<file path="config.mk">
export PLATFORM = sky130hd
export DESIGN_NAME = la_capture_ctrl
export DESIGN_NICKNAME = d
export VERILOG_FILES = /design/src/rtl/la_capture_ctrl.sv
export SDC_FILE = /design/constraint.sdc
export NUM_CORES = 1
export LEC_CHECK = 0
export CAP_MARGIN = 20
export CORE_MARGIN = 5
export CORE_UTILIZATION = 42
export DETAILED_ROUTE_END_ITERATION = 8
export GPL_ROUTABILITY_DRIVEN = 1
export SLEW_MARGIN = 20
export SYNTH_ARGS = -nofsm -noshare
export SYNTH_HDL_FRONTEND = slang
export SYNTH_SLANG_ARGS = --single-unit
</file>
<file path="constraint.sdc">
create_clock -name sys_clk -period 3.75 [get_ports sys_clk]
set_input_delay 0.375 -clock sys_clk [delete_from_list [all_inputs] [get_ports sys_clk]]
set_output_delay 0.375 -clock sys_clk [all_outputs]
set_load 0.1 [all_outputs]
</file>
<file path="src/rtl/la_capture_ctrl.sv">
// Logic-analyser capture sequencer: strobed sampling of DW channels into a circular RAM with a
// pre-trigger window, a selectable trigger condition and a post-trigger fill.
module la_capture_ctrl #(
  parameter int unsigned DW = 8,
  parameter int unsigned AW = 10
) (
  input  logic          sys_clk,
  input  logic          sys_rst_n,
  input  logic [DW-1:0] data_in,
  input  logic          trigger_en,
  input  logic          cap_abort,
  input  logic [2:0]    cpu_chn_sel,
  input  logic [2:0]    cpu_mode_sel,
  input  logic [3:0]    cpu_freq_sel,
  input  logic [AW-1:0] pre_len,
  output logic          wr_en,
  output logic [AW-1:0] wr_addr,
  output logic [DW-1:0] wr_data,
  output logic          busy,
  output logic          done,
  output logic [AW-1:0] trig_addr,
  output logic [AW-1:0] start_addr,
  output logic [2:0]    state
);

  typedef enum logic [2:0] {
    StIdle = 3'd0,
    StPre  = 3'd1,
    StWait = 3'd2,
    StPost = 3'd3,
    StDone = 3'd4
  } state_e;

  state_e        state_q, state_d;
  logic [DW-1:0] data_s1_q, data_s2_q;
  logic          trig_s_q, trig_d_q;
  logic [2:0]    chn_q, chn_d, mode_q, mode_d;
  logic [3:0]    freq_q, freq_d;
  logic [AW-1:0] pre_q, pre_d;
  logic [15:0]   div_q, div_d;
  logic [AW-1:0] ptr_q, ptr_d, smp_q, smp_d;
  logic          prev_q, prev_d, prev_vld_q, prev_vld_d;
  logic          wr_en_q, wr_en_d, busy_q, busy_d, done_q, done_d;
  logic [AW-1:0] wr_addr_q, wr_addr_d, trig_addr_q, trig_addr_d, start_addr_q, start_addr_d;
  logic [DW-1:0] wr_data_q, wr_data_d;

  logic          arm, active, strobe, cur, trig_hit;
  logic [15:0]   div_mask;
  logic [AW-1:0] post_len;

  always_comb begin
    arm      = trig_s_q & ~trig_d_q;
    active   = (state_q == StPre) || (state_q == StWait) || (state_q == StPost);
    div_mask = (16'd1 << freq_q) - 16'd1;
    strobe   = active && (div_q == div_mask);
    cur      = data_s2_q[chn_q];
    // pre_len is AW bits wide, so it can never exceed DEPTH-1; the clamp is implicit.
    post_len = ~pre_q;
    case (mode_q)
      3'd0:    trig_hit = prev_vld_q & ~prev_q & cur;
      3'd1:    trig_hit = prev_vld_q & prev_q & ~cur;
      3'd2:    trig_hit = prev_vld_q & (prev_q ^ cur);
      3'd3:    trig_hit = cur;
      3'd4:    trig_hit = ~cur;
      default: trig_hit = 1'b1;
    endcase
  end

  always_comb begin
    state_d      = state_q;
    chn_d        = chn_q;
    mode_d       = mode_q;
    freq_d       = freq_q;
    pre_d        = pre_q;
    div_d        = div_q;
    ptr_d        = ptr_q;
    smp_d        = smp_q;
    prev_d       = prev_q;
    prev_vld_d   = prev_vld_q;
    wr_en_d      = 1'b0;
    wr_addr_d    = wr_addr_q;
    wr_data_d    = wr_data_q;
    trig_addr_d  = trig_addr_q;
    start_addr_d = start_addr_q;

    if (cap_abort) begin
      state_d = StIdle;
    end else begin
      case (state_q)
        StIdle, StDone: begin
          if (arm) begin
            chn_d      = cpu_chn_sel;
            mode_d     = cpu_mode_sel;
            freq_d     = cpu_freq_sel;
            pre_d      = pre_len;
            div_d      = '0;
            ptr_d      = '0;
            smp_d      = '0;
            wr_addr_d  = '0;
            prev_vld_d = 1'b0;
            state_d    = (pre_len == '0) ? StWait : StPre;
          end
        end
        StPre, StWait, StPost: begin
          div_d = strobe ? 16'd0 : div_q + 16'd1;
          if (strobe) begin
            wr_en_d    = 1'b1;
            wr_addr_d  = ptr_q;
            wr_data_d  = data_s2_q;
            ptr_d      = ptr_q + AW'(1);
            prev_d     = cur;
            prev_vld_d = 1'b1;
            if (state_q == StPre) begin
              if (smp_q == pre_q - AW'(1)) begin
                smp_d   = '0;
                state_d = StWait;
              end else begin
                smp_d = smp_q + AW'(1);
              end
            end else if (state_q == StWait) begin
              if (trig_hit) begin
                trig_addr_d  = ptr_q;
                start_addr_d = ptr_q - pre_q;
                smp_d        = '0;
                state_d      = (post_len == '0) ? StDone : StPost;
              end
            end else begin
              if (smp_q == post_len - AW'(1)) begin
                state_d = StDone;
              end else begin
                smp_d = smp_q + AW'(1);
              end
            end
          end
        end
        default: state_d = StIdle;
      endcase
    end

    busy_d = (state_d == StPre) || (state_d == StWait) || (state_d == StPost);
    done_d = (state_d == StDone);
  end

  always_ff @(posedge sys_clk or negedge sys_rst_n) begin
    if (!sys_rst_n) begin
      state_q      <= StIdle;
      data_s1_q    <= '0;
      data_s2_q    <= '0;
      trig_s_q     <= 1'b0;
      trig_d_q     <= 1'b0;
      chn_q        <= '0;
      mode_q       <= '0;
      freq_q       <= '0;
      pre_q        <= '0;
      div_q        <= '0;
      ptr_q        <= '0;
      smp_q        <= '0;
      prev_q       <= 1'b0;
      prev_vld_q   <= 1'b0;
      wr_en_q      <= 1'b0;
      wr_addr_q    <= '0;
      wr_data_q    <= '0;
      busy_q       <= 1'b0;
      done_q       <= 1'b0;
      trig_addr_q  <= '0;
      start_addr_q <= '0;
    end else begin
      state_q      <= state_d;
      data_s1_q    <= data_in;
      data_s2_q    <= data_s1_q;
      trig_s_q     <= trigger_en;
      trig_d_q     <= trig_s_q;
      chn_q        <= chn_d;
      mode_q       <= mode_d;
      freq_q       <= freq_d;
      pre_q        <= pre_d;
      div_q        <= div_d;
      ptr_q        <= ptr_d;
      smp_q        <= smp_d;
      prev_q       <= prev_d;
      prev_vld_q   <= prev_vld_d;
      wr_en_q      <= wr_en_d;
      wr_addr_q    <= wr_addr_d;
      wr_data_q    <= wr_data_d;
      busy_q       <= busy_d;
      done_q       <= done_d;
      trig_addr_q  <= trig_addr_d;
      start_addr_q <= start_addr_d;
    end
  end

  assign wr_en      = wr_en_q;
  assign wr_addr    = wr_addr_q;
  assign wr_data    = wr_data_q;
  assign busy       = busy_q;
  assign done       = done_q;
  assign trig_addr  = trig_addr_q;
  assign start_addr = start_addr_q;
  assign state      = state_q;

endmodule

</file>
# After elaboration in Yosys (flattened, before gate mapping)

Cells that the tools add are included.

Add/subtract/negate cells: 7
Divide/modulo/power cells: 0
Shift-type cells: 1
Reductions and logical operators: 18
Equal/unequal tests: 19
Multipliers: 0
Multiplexer cells: 35
Order comparisons: 1
Bitwise operators: 13

Operators by type and width:

| kind                                               | number |
|---|---|
| two-way mux 10 bit                                 | 9 |
| case mux 10 bit (2 select lines)                   | 3 |
| two-way mux 16 bit                                 | 2 |
| case mux 16 bit (2 select lines)                   | 1 |
| two-way mux 3 bit                                  | 9 |
| adder 10 x 1 -> 10 bit, second input constant      | 2 |
| == test 10 bit                                     | 2 |
| zero test 10 bit                                   | 2 |
| subtractor 10 x 1 -> 10 bit, second input constant | 2 |
| == test 3 x 2 -> 1 bit, second input constant      | 6 |
| adder 16 x 1 -> 16 bit, second input constant      | 1 |
| == test 16 bit                                     | 1 |
| << shifter 1 x 4 -> 16 bit, first input constant   | 1 |
| subtractor 16 x 1 -> 16 bit, second input constant | 1 |
| AND reduction 6 bit                                | 2 |
| inverter 10 bit                                    | 1 |
| subtractor 10 bit                                  | 1 |
| == test 3 x 1 -> 1 bit, second input constant      | 3 |
| == test 3 bit, second input constant               | 3 |
| AND reduction 3 bit                                | 3 |
| != test 4 bit, second input constant               | 2 |
| AND 1 bit                                          | 6 |
| zero test 3 bit                                    | 2 |
| two-way mux 1 bit                                  | 6 |
| other kinds (15)                                   | 23 |

Memories kept: 0
Flip-flop bits (word level): 120
Word-level logic and storage cells: 115
Bits in writable memories: 0
Input bits: 32
Latch bits: 0
Output and inout port bits: 44
Memory bits (read-only): 0

# Logic depth before layout (Yosys ltp)

Gate-level depths: netlist (run 1).

Depth after elaboration: 14
Gate-level depth with buffers: 16
Depth with buffers taken out: 12

# Worst setup path after synthesis (run 1)

OpenSTA, ideal clock, no wires.

Path type: register to register
From: reg freq_q[3]
To: reg trig_addr_q[3] (netlist: trig_addr[3])
Path slack: -0.011 ns
Required time: 3.622 ns
Library setup time: 0.128 ns
Arrival: 3.633 ns
Stages on the path, launching flop included: 15
Clock period less this slack: 3.761 ns
Buffers on the path: 3
Path through: dfrtp_1 -> buf_6 -> nor4_4 -> inv_1 -> ha_1 -> or4b_2 -> o221ai_1 -> xor2_1 -> a221o_1 -> or4_1 -> buf_4 -> nor2_8 -> nand3_1 -> buf_2 -> mux2_1

Word-level cells in the longest chain between the ends: 5

Ends and longest elaborated chain:

| element                              | RTL line | source |
|---|---|---|
| start, declared                      | 38       | `logic [3:0] freq_q, freq_d;` |
| start signal, assigned               | 175      | `freq_q <= freq_d;` |
| << shifter 1 x 4 -> 16 bit           | 54       | `div_mask = (16'd1 << freq_q) - 16'd1;` |
| subtractor 16 x 1 -> 16 bit          | 54       |  |
| == test 16 bit                       | 55       | `strobe = active && (div_q == div_mask);` |
| logical AND 1 bit                    | 55       |  |
| AND reduction 6 bit (no source line) | --       |  |
| end signal, assigned                 | 187      | `trig_addr_q <= trig_addr_d;` |
| end, declared                        | 44       | `logic [AW-1:0] wr_addr_q, wr_addr_d, trig_addr_q, trig_addr_d, start_addr_q, start_addr_d;` |

Every way passes these cells.
A chain may end at the register's enable or synchronous reset.

# Worst setup path after layout (run 1)

From: reg freq_q[3]
To: reg busy_q (netlist: busy)

Word-level cells in the longest chain between the ends: 10
Elaborated cells on any way between the ends: 12
Classes of those cells: 1 x add/sub; 4 x eq/ne; 1 x shift; 3 x mux; 3 x reduce/logical

Ends and longest elaborated chain:

| element                                                          | RTL line | source |
|---|---|---|
| << shifter 1 x 4 -> 16 bit (*)                                   | 54       |  |
| subtractor 16 x 1 -> 16 bit (*)                                  | 54       |  |
| == test 16 bit (*)                                               | 55       |  |
| logical AND 1 bit (*)                                            | 55       |  |
| two-way mux 3 bit (*)                                            | 106      | `if (strobe) begin` |
| case mux 3 bit (2 select lines) (*)                              | 89       | `case (state_q)` |
| two-way mux 3 bit (*)                                            | 86       | `if (cap_abort) begin` |
| net state_d[0]                                                   | 34       | `state_e state_q, state_d;` |
| == test 3 x 1 -> 1 bit or == test 3 x 2 -> 1 bit (tied branches) | 140      | `busy_d = (state_d == StPre) \|\| (state_d == StWait) \|\| (state_d == StPost);` |
| logical OR 1 bit                                                 | 140      |  |
| logical OR 1 bit (*)                                             | 140      |  |
| net busy_d                                                       | 43       | `logic wr_en_q, wr_en_d, busy_q, busy_d, done_q, done_d;` |
| end signal, assigned                                             | 185      | `busy_q <= busy_d;` |
| end, declared                                                    | 43       |  |

Mark *: on every way through the listed nets, which the timed path passes. The rest lies on a longest branch.

==> results.yml, run 1 <==
die:
  ios: 76
  die_w_um: 136
  dieArea_mm2: 0.0184
  die_y_um: 136
  start_util_pct: 42.3
  rows: 46
  core-area_mm2: 0.0157
timing:
  fin_skew_ns: 0.00695
  setup_viol: 0
  max_slew_margin_pct: 33.5
  hold_viol: 0
  slew_viol_final: 0
  tightest_slew_ns: 0.995
  holdWs_ns: 0.00709
  finalCritPeriodShare_pct: 97.9
  fin_crit_ns: 3.67
  max_freq_mhz: 273
  tns_ns: 0
run:
  max_cap_viol_count: 0
logic_synthesis:
  ys_types: 72
  yosys_warnings: 0
  synth_top_cell_by_area: "dfrtp_1"
  ys.flop_type: "dfrtp_1"
  ys_seq_elements: 120
  seq_area_frac_synth_pct: 45.2
  synth_fp_nets: 778
  yosysMostFrequentCell: "dfrtp_1"
  avgSynthCellArea_um2: 9.10
  synth_common_cells: "dfrtp_1 (120), nand2_1 (102), o21ai_0 (82)"
  async_reset_ff_share_pct: 100
  netlist_instances: 730
  synth.top_cell.area_share_pct: 45.2
  synthesis.area_mm2: 0.00665
  synth_edf_count: 0
  ys_top_cells_by_area: "dfrtp_1 (45%), o21ai_0 (6.2%), nand2_1 (5.8%)"
worst_setup_path:
  path_buf_inv: 2
  cp_common_cell: "nor4_4"
  end_kind: "flip-flop"
  startpoint_type: "flip-flop"
  path_class: "flip-flop to flip-flop"
  worstReg2RegStart: "freq_q[3]"
  path_cells: "nor4_4 -> inv_1 -> ha_2 -> or4b_4 -> o221ai_2 -> xor2_1 -> a221o_1 -> or4_4 -> buf_6 -> nor4_4 -> o22ai_1 -> a32o_2 -> o21bai_1"
  worstRegToRegCells: 13
  regToRegEndpoint: "busy"
  crit_arrival_ns: 3.97
  cp_data_required_time_ns: 4.05
  cpMaxStageDelayCell: "or4_4"
  r2r_slack_ns: 0.08
  worstPathMaxFanout: 4
  max_stage_delay_ns: 0.55
  critPathTopFamily: "simple AND/OR/NAND/NOR gates"
hold_path:
  hold_class: "input port to async pin"
cells_and_area:
  syn_to_final_growth_pct: 25.3
  antennaDiodeCount: 0
  final_nets: 854
  layout.cells.non_filler: 1034
  fin_util_pct: 53.0
  drive_above_1_share_pct: 11.4
placement:
  place.gp.congestion: 0.878
  hpwl_um: 12300
  port_buffers: 75
  dp.cells: 1000
drt:
  drt_iter0_drc: 447
  drc_errors: 0
  post_drt_wl_per_cell_um: 16.7
  dr.pass1.iters: 5
  vias: 5697
  drt-total-wl_um: 17300
  viasPerCell: 5.51
  ant_nets: 0
cts:
  cts_tree: "done"
  htree_num_levels: 4
  ctsHoldBuffers: 0
  cts-buffers-inserted: 17
  cts_buffer_depth: 2
  clk_latency_ns: 0.42
  cts.sinks: 120
  path_clk_slew_ns: 0.06
  clock-root-buffer: "clkbuf_16"
power:
  power.density_mw_per_mm2: 438
  peakVddDrop_v: 0.000353
  power_mw: 3.65
  p_leak_nw: 3.58
global_route:
  grt.overflow.total: 0
  grt_usage_pct: 19.7
  grt_max_degree: 67
  grt_pass1_wl_um: 28800
  antenna_found_initial: 0
  grt_pass1_vias: 5710
run_status:
  status: "complete, no violations"
worst max path at each step:
stage | slack [ns] | cells past startpoint | start | to
final | 0.08 | 13 | freq_q[3] | busy
after global routing | -0.05 | 13 | freq_q[3] | busy
after global placement | -0.05 | 13 | freq_q[3] | busy
after CTS | 0.009 | 12 | freq_q[2] | smp_q[8]
after floorplan | 0.003 | 15 | freq_q[3] | smp_q[8]
after detailed placement | -0.13 | 13 | freq_q[3] | busy
placed cells by master (no fill, tap or decap), types with 3 or more instances in the layout:
| cell type | Yosys | layout |
|---|---|---|
| a21o_1 | 10 | 10 |
| a21oi_1 | 17 | 17 |
| a22o_1 | 3 | 3 |
| a31oi_1 | 4 | 4 |
| and3_1 | 18 | 18 |
| buf_12 | 0 | 4 |
| buf_4 | 2 | 18 |
| buf_6 | 2 | 3 |
| clkbuf_16 | 0 | 17 |
| clkdlybuf4s50_1 | 0 | 74 |
| clkinv_4 | 0 | 4 |
| clkinvlp_4 | 0 | 6 |
| dfrtp_1 | 120 | 120 |
| ha_1 | 15 | 14 |
| inv_1 | 24 | 24 |
| mux2_1 | 6 | 6 |
| mux2_2 | 12 | 12 |
| mux2i_1 | 4 | 4 |
| nand2_1 | 102 | 102 |
| nand2b_1 | 15 | 15 |
| nand3_1 | 38 | 37 |
| nand4_1 | 6 | 6 |
| nor2_1 | 44 | 44 |
| nor2b_1 | 12 | 12 |
| nor3_1 | 17 | 15 |
| nor4_1 | 6 | 5 |
| nor4b_1 | 4 | 4 |
| o2111ai_1 | 3 | 3 |
| o211ai_1 | 5 | 5 |
| o21ai_0 | 82 | 81 |
| o21ai_1 | 17 | 18 |
| o21bai_1 | 3 | 3 |
| o22ai_1 | 3 | 3 |
| o31ai_1 | 5 | 5 |
| o31ai_2 | 3 | 3 |
| or3_1 | 5 | 5 |
| xnor2_1 | 22 | 22 |
| xor2_1 | 14 | 14 |
registers in the layout (all words and copies together) (netlist names), 4 cells and up:
register and count:
start_addr 10, wr_addr 10, pre_q 10, div_q 16, wr_data 8, smp_q 10, trig_addr 10, freq_q 4
data_s2_q 8, data_s1_q 8, ptr_q 10
per-layer routing:
| layer | track usage [%] | vias up | part of all wire, % |
|---|---|---|---|
| met5 | 0 | - | 0 |
| met4 | 7.45 | 0 | 2.6 |
| met3 | 5.46 | 36 | 5.4 |
| met2 | 31.9 | 163 | 48 |
| met1 | 25.2 | 2771 | 44 |
| li1 | - | 2727 | - |
power by group:
| group | total, mW | internal (mW) | switching [mW] |
|---|---|---|---|
| clock | 1.52 | 0.907 | 0.617 |
| sequential | 1.44 | 1.35 | 0.0851 |
| combinational | 0.692 | 0.292 | 0.400 |
| total | 3.65 | 2.55 | 1.10 |
through the flow:
stage	setup WS, ns	area, µm²
floorplan	0.00306	6650
global placement	-0.0451	7690
detailed placement	-0.127	7690
CTS	0.00905	8270
global route	-0.0515	8330
finish	0.0806	8330
what timing repair did:
| action | 4_1_cts | 5_1_grt |
|---|---|---|
| setup endpoints to repair | 45 | 47 |
| setup buffers | 1 | 2 |
| pin swaps | 1 | 6 |
| gates resized for setup | 3 | 12 |
| cloned | 0 | 0 |
kinds of logic after synthesis:
kind of cell,synth area share [%]
AND/OR/NAND/NOR,21.4
AO/OA/AOI/OAI,16.9
flip-flops,45.2
buffers and inverters,4.37
XOR/XNOR,4.74
multiplexers,4.33
adder cells (fa/ha/maj),3.13
area by class of cell:
type / count / area, µm²
Fill cell: 1418 / 7380
Sequential cell: 120 / 3000
Clock inverter: 14 / 129
Inverter: 25 / 93.8
Timing Repair Buffer: 100 / 1000
Tap cell: 216 / 270
Clock buffer: 17 / 425
Multi-Input combinational cell: 542 / 3400
No activity file was read; power rests on OpenSTA's default activity.
==> run 2: changes to the inputs <==
CORE_MARGIN = not set   (was 5)
==> results.yml, run 2 (synthesis results as in run 1) <==
run_status:
  status: "finished, violations left"
  violations: "hold timing"
drt:
  wl_met1_um: 7790
  drt-total-wl_um: 16700
  topRoutingLayerUsed: "met4"
  dr.pass1.iters: 5
  wl_met3_um: 660
  viasPerCell: 5.50
  wl_met2_um: 7960
  post_drt_wl_per_cell_um: 16.2
  ant_nets: 0
  vias: 5700
  drc_errors: 0
  drt_iter0_drc: 360
cells_and_area:
  largest_register_ffs: 16
  final_nets: 860
  largest_register: "div_q"
  final_common_cell: "dfrtp_1"
  most-common-layout-cells: "dfrtp_1 (119), nand2_1 (101), o21ai_0 (80)"
  antennaDiodeCount: 0
  syn_to_final_growth_pct: 25.7
  drive_above_1_share_pct: 12.0
  fin_util_pct: 54.5
power:
  power.density_mw_per_mm2: 448
  p_leak_nw: 3.60
  peakVddDrop_v: 0.000320
run:
  max_cap_viol_count: 0
placement:
  hpwl_um: 11600
  post-place-ws_ns: -0.118
  place.gp.congestion: 0.843
  port_buffers: 75
timing:
  max_freq_mhz: 276
  fin_skew_ns: 0.00640
  hold_viol: 23
  fin_crit_ns: 3.63
  fin_ws_ns: 0.123
  tightest_slew_ns: 0.986
  finalCritPeriodShare_pct: 96.7
  slew_viol_final: 0
  rsz0062_at_grt: "no"
  setup_viol: 0
  max_slew_margin_pct: 34.1
  holdWs_ns: -0.0244
cts:
  clk_latency_ns: 0.43
  cts_buffer_depth: 2
  htree_num_levels: 4
  cts.sinks: 120
  cts-buffers-inserted: 17
  cts_tree: "done"
  clock-root-buffer: "clkbuf_16"
  path_clk_slew_ns: 0.06
worst_setup_path:
  cpMaxStageDelayCell: "or4b_4"
  worstReg2RegStart: "freq_q[3]"
  worstRegToRegCells: 12
  cp_data_required_time_ns: 4.05
  path_cells: "nor4_4 -> inv_1 -> ha_2 -> or4b_4 -> o221ai_2 -> xor2_1 -> a221o_1 -> or4_1 -> buf_6 -> or3_1 -> a32o_1 -> o21bai_1"
  startpoint_type: "flip-flop"
  crit_start: "freq_q[3]"
  end_kind: "flip-flop"
  crit_arrival_ns: 3.93
  crit_end: "busy"
  r2r_slack_ns: 0.12
  regToRegEndpoint: "busy"
  path_class: "flip-flop to flip-flop"
  max_stage_delay_ns: 0.53
  worstPathMaxFanout: 6
global_route:
  grt.overflow.total: 0
  grt_pass1_wl_um: 27500
  antenna_found_initial: 0
  grt_pass1_vias: 5608
  grt_max_degree: 80
  grt_usage_pct: 21.6
die:
  die_y_um: 128
  start_util_pct: 43.4
  rows: 45
  dieArea_mm2: 0.0163
  ios: 76
  core-area_mm2: 0.0153
  die_w_um: 128
hold_path:
  hold_class: "input port to async pin"
==> run 2: cell count changes in the layout (fill, tap and decap cells not counted), sizes merged <==
cell	previous run	this run
clkinv	6	2
inv	26	35
clkinvlp	6	2
buf	26	32
==> run 2: repair_timing <==
action,CTS,global route
gates resized for setup,2,10
buffers inserted,2,2
pin swaps,1,3
setup endpoints to repair,25,60
hold buffers,0,0
==> run 2: cell type report <==
| cell class | instances | area [µm²] |
|---|---|---|
| fill | 1397 | 6960 |
| multi-input combinational | 542 | 3390 |
| sequential | 120 | 3000 |
| timing repair buffer | 106 | 1020 |
| clock buffer | 17 | 425 |
| tap | 211 | 264 |
| clock inverter | 15 | 158 |
| inverter | 25 | 93.8 |
==> run 2: metal layers <==
layer  GRT usage, %  vias up
li1               -     2765
met1           27.8     2767
met2           35.5      140
met3           5.18       28
met4           8.03        0
met5              0        -
==> run 2: worst min-delay path by stage <==
| stage | start | to | cells past startpoint |
|---|---|---|---|
| after floorplan | sys_rst_n | busy | 0 |
| after global placement | data_s1_q[5] | data_s2_q[5] | 0 |
| after detailed placement | data_s1_q[0] | data_s2_q[0] | 0 |
| after CTS | sys_rst_n | smp_q[2] | 1 |
| after global routing | sys_rst_n | smp_q[2] | 1 |
| final | sys_rst_n | smp_q[2] | 1 |
==> run 2: power breakdown <==
group / leakage, nW / switching [mW] / total (mW) / internal, mW
Sequential: 1.59 / 0.0867 / 1.44 / 1.35
Clock: 0.280 / 0.674 / 1.61 / 0.937
Combinational: 1.72 / 0.395 / 0.691 / 0.296
Total: 3.60 / 1.16 / 3.74 / 2.58
==> run 2: through the flow <==
step                      TNS (ns)  hold slack [ns]  std cells  cell area, µm²  power, mW
after floorplan                  0           0.0794        730            6650       1.91
after global placement     -0.0145            0.332       1000            7700       2.10
after detailed placement    -0.821            0.335       1000            7700       2.11
after CTS                        0            0.166       1034            8300       3.75
after global routing             0           0.0318       1036            8350       3.92
final                            0          -0.0244       1036            8350       3.74
==> run 2: worst max-delay path: cells and delay by family, from the launching register on <==
kind | cells | cell delay [ns]
AND/OR/NAND/NOR | 4 | 1.61
AO/OA/AOI/OAI | 4 | 0.90
flip-flops | 1 | 0.46
buffers and inverters | 2 | 0.24
adder cells (fa/ha/maj) | 1 | 0.19
XOR/XNOR | 1 | 0.11
==> run 3: changes to the inputs <==
MAX_ROUTING_LAYER = met4   (was not set)
==> results.yml, run 3 (synthesis results as in run 1) <==
cts:
  clock-root-buffer: "clkbuf_16"
  cts.sinks: 120
  clk_latency_ns: 0.42
  htree_num_levels: 4
  cts_tree: "done"
  path_clk_slew_ns: 0.06
  cts_buffer_depth: 2
  cts-buffers-inserted: 17
global_route:
  antenna_found_initial: 0
  grt_pass1_wl_um: 28100
  grt.overflow.total: 0
  grt_pass1_vias: 5589
  grt_max_degree: 63
  grt_usage_pct: 22.6
placement:
  hpwl_um: 11900
  placed_area_mm2: 0.00769
  port_buffers: 75
  place.gp.congestion: 0.865
timing:
  tightest_slew_ns: 0.990
  holdWs_ns: 0.0266
  max_slew_margin_pct: 33.8
  setup_viol: 0
  max_freq_mhz: 276
  slew_viol_final: 0
  fin_crit_ns: 3.62
  finalCritPeriodShare_pct: 96.5
  hold_viol: 0
  fin_skew_ns: 0.00643
power:
  peakVddDrop_v: 0.000307
  power_mw: 3.85
  p_leak_nw: 3.62
  power.density_mw_per_mm2: 457
cells_and_area:
  drive_above_1_share_pct: 11.8
  final_common_cell: "dfrtp_1"
  syn_to_final_growth_pct: 26.8
  largest_register_ffs: 16
  largest_register: "div_q"
  design_area_mm2: 0.00842
  final_nets: 858
  antennaDiodeCount: 0
  most-common-layout-cells: "dfrtp_1 (120), nand2_1 (101), o21ai_0 (78)"
worst_setup_path:
  worstPathMaxFanout: 6
  cpMaxStageDelayCell: "or4b_4"
  r2r_slack_ns: 0.13
  worstReg2RegStart: "freq_q[2]"
  end_kind: "flip-flop"
  path_buf_inv: 2
  path_class: "flip-flop to flip-flop"
  startpoint_type: "flip-flop"
  regToRegEndpoint: "busy"
  crit_arrival_ns: 3.92
  path_cells: "nor4_4 -> inv_1 -> ha_1 -> or4b_4 -> o221ai_2 -> xor2_1 -> a221o_1 -> or4_4 -> buf_6 -> or3_1 -> a32o_1 -> o21bai_1"
  max_stage_delay_ns: 0.54
  worstRegToRegCells: 12
  cp_data_required_time_ns: 4.05
  critPathTopFamily: "simple AND/OR/NAND/NOR gates"
run:
  max_cap_viol_count: 0
run_status:
  status: "complete, no violations"
drt:
  ant_nets: 0
  dr.pass1.iters: 5
  post_drt_wl_per_cell_um: 16.3
  drt_iter0_drc: 419
  vias: 5695
  drc_errors: 0
  viasPerCell: 5.51
  drt-total-wl_um: 16900
die:
  start_util_pct: 43.4
  ios: 76
  rows: 45
  dieArea_mm2: 0.0163
  die_y_um: 128
  die_w_um: 128
  core-area_mm2: 0.0153
hold_path:
  hold_class: "input port to async pin"
## run 3: through the flow
| stage | TNS, ns | utilization, % | instances | setup slack [ns] |
|---|---|---|---|---|
| 6_report | 0 | 55.0 | 1034 | 0.130 |
| 5_1_grt | -0.00223 | 55.0 | 1034 | -0.00223 |
| 4_1_cts | 0 | 54.4 | 1030 | 0.0211 |
| 3_5_place_dp | -0.201 | 50.2 | 997 | -0.0710 |
| 3_3_place_gp | -0.0184 | 50.2 | 997 | -0.0184 |
| 2_1_floorplan | 0 | - | 730 | 0.00306 |
## run 3: how the worst max path moves through the flow
stage                    end  startpoint  slack [ns]  cells after the start
floorplan           smp_q[8]   freq_q[3]       0.003                     15
global placement    smp_q[8]   freq_q[3]       -0.02                     13
detailed placement  smp_q[8]   freq_q[3]       -0.07                     13
CTS                     busy   freq_q[3]        0.02                     12
global route            busy   freq_q[2]      -0.002                     13
finish                  busy   freq_q[2]        0.13                     12
## run 3: where the power goes
group	internal (mW)	switching [mW]	total [mW]
Sequential	1.35	0.0831	1.43
Combinational	0.305	0.396	0.702
Clock	1.09	0.624	1.71
Total	2.74	1.10	3.85
## run 3: layout make-up
| type | count | area, µm² |
|---|---|---|
| clock buffer | 19 | 453 |
| inverter | 25 | 93.8 |
| timing repair buffer | 104 | 1050 |
| sequential | 120 | 3000 |
| tap | 211 | 264 |
| multi-input combinational | 542 | 3390 |
| fill | 1394 | 6890 |
| clock inverter | 13 | 169 |
## run 3: routing by layer
layer / wire, µm / part of all wire, % / up-vias / GRT usage (%)
met5: 0 / 0 / - / -
met4: 278 / 1.6 / 0 / 9.13
met3: 712 / 4.2 / 33 / 4.47
met2: 8190 / 49 / 168 / 35.6
met1: 7670 / 46 / 2745 / 28.6
li1: - / - / 2749 / -
## run 3: repair_timing
item,in CTS,in global routing
buffers inserted,1,3
setup endpoints to repair,9,63
hold endpoints to repair,0,0
pin swaps,0,3
gates cloned,0,1
resized for setup,2,14
hold buffers,0,0
